**src/rtl/hex_display_scheduler.sv**
```systemverilog
// hex_display_scheduler: four-digit multiplexed hex display scanner.
// Optional per-digit blink is built when HEX_BLINK_EN is defined.
module hex_display_scheduler #(
  parameter int DIGIT_CYCLES = 50000,
  parameter int GUARD_CYCLES = 500,
  parameter int BLINK_FRAMES = 125
) (
  input  logic        clk,
  input  logic        rst,
  input  logic        enable,
  input  logic [15:0] value_in,
  input  logic [3:0]  blank_in,
  input  logic [3:0]  dp_in,
  input  logic [3:0]  blink_in,
  input  logic        load_valid,
  output logic        load_ready,
  output logic [3:0]  hex_en,
  output logic [7:0]  hex_seg,
  output logic        frame_tick
);

  localparam int CW = $clog2(DIGIT_CYCLES);

  localparam logic [CW-1:0] CNT_MAX =
    CW'(DIGIT_CYCLES - 1);

  localparam logic [CW-1:0] GUARD_LAST =
    CW'((GUARD_CYCLES > 0) ? GUARD_CYCLES - 1 : 0);

  typedef struct packed {
    logic [15:0] value;
    logic [3:0]  blank;
    logic [3:0]  dp;
    logic [3:0]  blink;
  } disp_t;

  typedef enum logic [1:0] {
    S_OFF,
    S_GUARD,
    S_ON
  } state_t;

  // A zero guard width skips the blanking phase entirely.
  localparam state_t SLOT_START =
    (GUARD_CYCLES == 0) ? S_ON : S_GUARD;

  localparam disp_t RESET_DISP = '{
    value: 16'h0000,
    blank: 4'b1111,
    dp:    4'b0000,
    blink: 4'b0000
  };

  state_t        state;
  state_t        state_n;
  logic [CW-1:0] cnt;
  logic [CW-1:0] cnt_n;
  logic [1:0]    digit;
  logic [1:0]    digit_n;

  disp_t act;
  disp_t pend;
  logic  pend_valid;

  logic       frame_end;
  logic       swap;
  logic [3:0] blink_mask;
  logic [3:0] nib;
  logic [7:0] glyph;
  logic       dark;

  function automatic logic [7:0] glyph_of(
    input logic [3:0] n
  );
    logic [7:0] g;
    g = 8'h00;
    unique case (n)
      4'h0: g = 8'hFC;
      4'h1: g = 8'h60;
      4'h2: g = 8'hDA;
      4'h3: g = 8'hF2;
      4'h4: g = 8'h66;
      4'h5: g = 8'hB6;
      4'h6: g = 8'hBE;
      4'h7: g = 8'hE0;
      4'h8: g = 8'hFE;
      4'h9: g = 8'hF6;
      4'hA: g = 8'hEE;
      4'hB: g = 8'h3E;
      4'hC: g = 8'h9C;
      4'hD: g = 8'h7A;
      4'hE: g = 8'h9E;
      4'hF: g = 8'h8E;
      default: g = 8'h00;
    endcase
    return g;
  endfunction

  // Last lit clock of digit 3; suppressed when scanning is being dropped.
  assign frame_end = enable
                   && (state == S_ON)
                   && (digit == 2'd3)
                   && (cnt == CNT_MAX);

  // Active word may only be replaced at a frame boundary or while dark.
  assign swap = pend_valid
              && (frame_end || (state == S_OFF));

  assign load_ready = ~pend_valid;
  assign frame_tick = frame_end;

  // Scan state, slot counter and digit index.
  always_ff @(posedge clk or negedge rst) begin
    if (!rst) begin
      state <= S_OFF;
      cnt   <= '0;
      digit <= 2'd0;
    end else begin
      state <= state_n;
      cnt   <= cnt_n;
      digit <= digit_n;
    end
  end

  // Next-state logic for the OFF / GUARD / ON scan sequence.
  always_comb begin
    state_n = state;
    cnt_n   = cnt;
    digit_n = digit;
    if (!enable) begin
      state_n = S_OFF;
      cnt_n   = '0;
      digit_n = 2'd0;
    end else begin
      unique case (state)
        S_OFF: begin
          state_n = SLOT_START;
          cnt_n   = '0;
          digit_n = 2'd0;
        end
        S_GUARD: begin
          cnt_n = cnt + CW'(1);
          if (cnt == GUARD_LAST) begin
            state_n = S_ON;
          end
        end
        S_ON: begin
          if (cnt == CNT_MAX) begin
            cnt_n   = '0;
            digit_n = digit + 2'd1;
            state_n = SLOT_START;
          end else begin
            cnt_n = cnt + CW'(1);
          end
        end
        default: begin
          state_n = S_OFF;
          cnt_n   = '0;
          digit_n = 2'd0;
        end
      endcase
    end
  end

  // Pending/active double buffer with valid/ready load handshake.
  always_ff @(posedge clk or negedge rst) begin
    if (!rst) begin
      act        <= RESET_DISP;
      pend       <= '0;
      pend_valid <= 1'b0;
    end else if (swap) begin
      act        <= pend;
      pend_valid <= 1'b0;
    end else if (load_valid && !pend_valid) begin
      pend       <= '{
        value: value_in,
        blank: blank_in,
        dp:    dp_in,
        blink: blink_in
      };
      pend_valid <= 1'b1;
    end
  end

`ifdef HEX_BLINK_EN
  localparam int BW = $clog2(BLINK_FRAMES + 1);

  localparam logic [BW-1:0] BLINK_LAST =
    BW'(BLINK_FRAMES - 1);

  logic [BW-1:0] blink_cnt;
  logic          blink_phase;

  // Blink phase flips every BLINK_FRAMES frames; restarts lit when dark.
  always_ff @(posedge clk or negedge rst) begin
    if (!rst) begin
      blink_cnt   <= '0;
      blink_phase <= 1'b1;
    end else if (state == S_OFF) begin
      blink_cnt   <= '0;
      blink_phase <= 1'b1;
    end else if (frame_end) begin
      if (blink_cnt == BLINK_LAST) begin
        blink_cnt   <= '0;
        blink_phase <= ~blink_phase;
      end else begin
        blink_cnt <= blink_cnt + BW'(1);
      end
    end
  end

  assign blink_mask = blink_phase ? 4'b0000 : act.blink;
`else
  logic unused_blink;

  assign unused_blink = (^act.blink)
                      ^ (BLINK_FRAMES > 0);
  assign blink_mask   = 4'b0000;
`endif

  assign nib   = act.value[{digit, 2'b00} +: 4];
  assign glyph = glyph_of(nib);
  assign dark  = act.blank[digit] | blink_mask[digit];

  // Drive the lit digit only in ON and only when not blanked.
  always_comb begin
    hex_en  = 4'b0000;
    hex_seg = 8'h00;
    if ((state == S_ON) && !dark) begin
      hex_en  = 4'b0001 << digit;
      hex_seg = glyph | {7'b0, act.dp[digit]};
    end
  end

endmodule
```
**config.mk**
```make
export PLATFORM = sky130hd
export DESIGN_NAME = hex_display_scheduler
export DESIGN_NICKNAME = d
export VERILOG_FILES = /design/src/rtl/hex_display_scheduler.sv
export SDC_FILE = /design/constraint.sdc
export NUM_CORES = 1
export LEC_CHECK = 0
export BUFFER_PORTS_ARGS = -buffer_cell sky130_fd_sc_hd__buf_2
export CAP_MARGIN = 20
export CORE_UTILIZATION = 24
export CTS_BUF_LIST = sky130_fd_sc_hd__clkbuf_4 sky130_fd_sc_hd__clkbuf_8 sky130_fd_sc_hd__clkbuf_16
export DETAILED_ROUTE_END_ITERATION = 12
export PLACE_DENSITY = 0.45
export SKIP_CTS_REPAIR_TIMING = 1
export SLEW_MARGIN = 5
export SYNTH_ARGS = -nofsm -noshare
export SYNTH_HDL_FRONTEND = slang
export SYNTH_SLANG_ARGS = --single-unit
```
**constraint.sdc**
```tcl
create_clock -name clk -period 2.7 [get_ports clk]
set_input_delay 0 -clock clk [delete_from_list [all_inputs] [get_ports clk]]
set_output_delay 0 -clock clk [all_outputs]
set_load 0.02 [all_outputs]
```
==> key figures <==
Outcome
  • Run status: finished clean

Die
  • Die width: 130.1 µm
  • Number of cell rows: 46
  • Vertical die dimension: ~130 µm
  • Die Outline Area: 0.01692 mm²
  • Total I/O pin count: between 40 and 50
  • Starting density of the core: 0.2470
  • Placeable core region: 0.01594 mm²

Pwr
  • Design internal power: 3.258 mW
  • Switching share of power: 0.3476
  • Leak Pwr: 2.031 nW
  • Fraction of power consumed by combinational cells: 0.372
  • Switching component of the power: 1.736 mW
  • Post-layout power: 4.995 mW
  • Clock share of power: 0.279
  • Register share of total power: 0.349
  • Cell area power density: between 1000 and 1500 mW/mm²
  • Peak ir drop on the vdd network: 390.7 µV

Routing
  • Detailed Routing Iterations Pass 1: 4
  • Residual DRC: 0
  • DR vias: roughly 3,000
  • Drt initial violations: 144
  • Vias per inst: 4.520
  • Number of nets still failing antenna checks after routing: 0
  • DRT Wirelength: approximately 9300 µm
  • Drt wl/cell: 13.86 µm

Global route
  • GRT Residual Overflow: 0
  • Number of global-route vias before repair: 2,978
  • Maximum number of pins on one net before global-route repair: 70
  • GRT Overall Usage: 0.1203
  • Initial antenna violation count: 0
  • First-pass GRT wire length: 15,800 µm

STA
  • Hold Violations, Final: 0
  • Final period demand of the worst path: 2.539 ns
  • Total setup violations reported at the end of the flow: 0
  • Total Negative Setup Slacks: 0 ns
  • Transition time at the pin with the least slew margin: ~0.94 ns
  • Clock skew: 0.007241 ns
  • Rel. slew slack: 0.3738
  • Final worst path period share: 0.9403
  • Highest clock frequency the design can meet: 0.3939 GHz
  • RSZ-0062 raised after global routing: false
  • Final Worst Setup Slack: between 0.15 and 0.2 ns
  • Final count of pins violating max slew: 0

Setup path
  • Arrival time reported for the critical path endpoint: 2.54 ns
  • CP Max Fanout: 6
  • Crit Path Category: reg -> out
  • Register-to-register path setup slack: 0.68 ns
  • Startpoint types: flip-flop
  • Depth of the most critical reg-to-reg path: 6
  • Kind of capture point of the worst setup path: primary output
  • Data required, critical path: 2.70 ns

Run
  • Max-cap check violation count: 0

Synth
  • Nets in the synthesized netlist: 437
  • Post-synth ARST share: 1.000
  • Mean Syn Cell Area: 10.10 µm²
  • Main flop type after synthesis: sky130_fd_sc_hd__dfrtp_1
  • Share of the synthesized area in the top cell type: 0.4131
  • Sequential-to-total area share from yosys stat: 0.4398
  • Leading area contributor after synthesis: sky130_fd_sc_hd__dfrtp_1
  • Most area-consuming cells after synthesis: sky130_fd_sc_hd__dfrtp_1 (41%), sky130_fd_sc_hd__mux2_2 (6.9%), sky130_fd_sc_hd__nand2_1 (5.8%)
  • Count of mapped cells out of synthesis: 390
  • Post-Syn Area: 0.003938 mm²
  • Number of flops mapped to enable cells by yosys: 0
  • Total of warnings raised by yosys: 0
  • Flip-flop and latch count after synthesis: slightly below 70
  • Netlist cell types: 52

Final layout
  • Final Instance Area: 0.004954 mm²
  • Count of inserted antenna diode cells: 0
  • Syn-to-layout area delta: 25.80%
  • Total number of nets in the final design: between 400 and 500
  • Ratio of cells with drive above 1 in the final layout: 0.2451

Placement
  • Global placer's final weighted congestion: 0.7010
  • Placement Setup Slack: 0.4725 ns
  • Placed standard-cell area: about 0.0043 mm²
  • Port Buffers: between 40 and 50
  • Placed wire-length estimate: 6297 µm

Clock network
  • Clock Tree Root: sky130_fd_sc_hd__clkbuf_16
  • Clock Latency Late Sink: 0.33 ns
  • CTS tree: yes
  • Max clock buf depth: 2
  • Number of levels the H-tree was split into: 3
  • Register clock-pin slew on the reported worst setup and hold paths: 0.06 ns
  • Total CTS buffers: 9
  • CTS sink cnt: 69

Min path
  • Number of stages on the worst hold path: 4
  • Worst min-delay path class: in -> reg
[placed cells by master (no fill, tap or decap), types with 5 or more instances in the layout]
master,instances
sky130_fd_sc_hd__xnor2_1,8
sky130_fd_sc_hd__clkbuf_16,9
sky130_fd_sc_hd__nor2b_1,25
sky130_fd_sc_hd__nand3_1,9
sky130_fd_sc_hd__nor2_1,22
sky130_fd_sc_hd__mux4_2,5
sky130_fd_sc_hd__dlygate4sd3_1,26
sky130_fd_sc_hd__and2_1,6
sky130_fd_sc_hd__nand2_1,61
sky130_fd_sc_hd__o211ai_1,25
sky130_fd_sc_hd__mux2_2,24
sky130_fd_sc_hd__buf_4,8
sky130_fd_sc_hd__dfrtp_1,65
sky130_fd_sc_hd__o21ai_0,28
sky130_fd_sc_hd__ha_1,15
sky130_fd_sc_hd__buf_2,41
sky130_fd_sc_hd__inv_1,14
[registers in the layout, indices dropped and copies added (netlist names)]
register and count:
pend_valid 1, state 2, pend 24, act 24, cnt 16, digit 2
[metal layers]
metal  global-route usage  vias to the layer above  part of all wire
met5                    0                        -                 0
met4              0.04309                        0             0.013
met3              0.02132                        9             0.023
met2               0.1799                       42              0.45
met1               0.1729                     1501              0.52
li1                     -                     1490                 -
[cell usage after synthesis, types with 5 or more instances]
master                     number
sky130_fd_sc_hd__nor2b_1       26
sky130_fd_sc_hd__nand3_1        9
sky130_fd_sc_hd__mux2_2        24
sky130_fd_sc_hd__buf_6          7
sky130_fd_sc_hd__dfrtp_1       65
sky130_fd_sc_hd__and2_1         6
sky130_fd_sc_hd__mux4_2         5
sky130_fd_sc_hd__ha_1          15
sky130_fd_sc_hd__clkbuf_1      13
sky130_fd_sc_hd__xnor2_1        8
sky130_fd_sc_hd__o21ai_0       28
sky130_fd_sc_hd__nand2_1       61
sky130_fd_sc_hd__nor2_1        22
sky130_fd_sc_hd__inv_1         14
sky130_fd_sc_hd__o211ai_1      25
[power groups by stage]
stage | Combinational, mW | Clock (mW) | Sequential [mW]
6_report | 1.86 | 1.39 | 1.74
5_1_grt | 2.10 | 1.48 | 1.81
4_1_cts | 1.87 | 1.43 | 1.75
3_5_place_dp | 1.85 | 0 | 1.77
3_3_place_gp | 1.81 | 0 | 1.74
2_1_floorplan | 1.52 | 0 | 1.64
[path summary, 6_finish.rpt]
check                                startpoint                     end
max in group asynchronous                   rst     act[16]$_DFFE_PN0P_
max                        digit[0]$_DFFE_PN0P_              hex_seg[7]
min                                  load_valid  pend_valid$_DFFE_PN0P_
min reg2reg                    cnt[0]$_DFF_PN0_        cnt[0]$_DFF_PN0_
max reg2reg                    cnt[0]$_DFF_PN0_        cnt[4]$_DFF_PN0_
min in group asynchronous                   rst       cnt[13]$_DFF_PN0_
[through the flow]
stage,instances,hold slack (ns),util
after global routing,673,0.3963,0.3107
after floorplan,390,-0.2956,-
after detailed placement,631,0.2349,0.2722
after global placement,631,0.2341,0.2722
final,673,0.3477,0.3107
after CTS,647,-0.1161,0.2944
[worst max-delay path, cell delays in order, from the launching register on]
cell and delay [ns]:
sky130_fd_sc_hd__dfrtp_1 0.59, sky130_fd_sc_hd__mux4_2 0.63, sky130_fd_sc_hd__ha_1 0.25, sky130_fd_sc_hd__or3b_1 0.37, sky130_fd_sc_hd__o221a_2 0.13, sky130_fd_sc_hd__nor2_1 0.08, sky130_fd_sc_hd__buf_2 0.17
[final cells by class]
cell class / instances / area (µm²)
Clock buffer: 11 / 246.5
Tap cell: 216 / 270.3
Inverter: 15 / 56.30
Timing Repair Buffer: 76 / 545.5
Multi-Input combinational cell: 281 / 1997
Sequential cell: 69 / 1732
Clock inverter: 5 / 106.4
Fill cell: 1668 / 10990
[logic make-up (layout without fill, tap and decap cells)]
logic type                 after synthesis  count (layout)  synth area share
and+or+nand+nor                        144             144            0.1891
AOI/OAI and AO/OA                       78              78            0.1382
DFF                                     69              69            0.4398
buffers and inverters                   40             107           0.05370
muxes                                   32              32            0.1049
adders and majority gates               15              15           0.04766
xor gates and xnor gates                12              12           0.02669
Note: power is estimated with default switching activity, not from simulation.
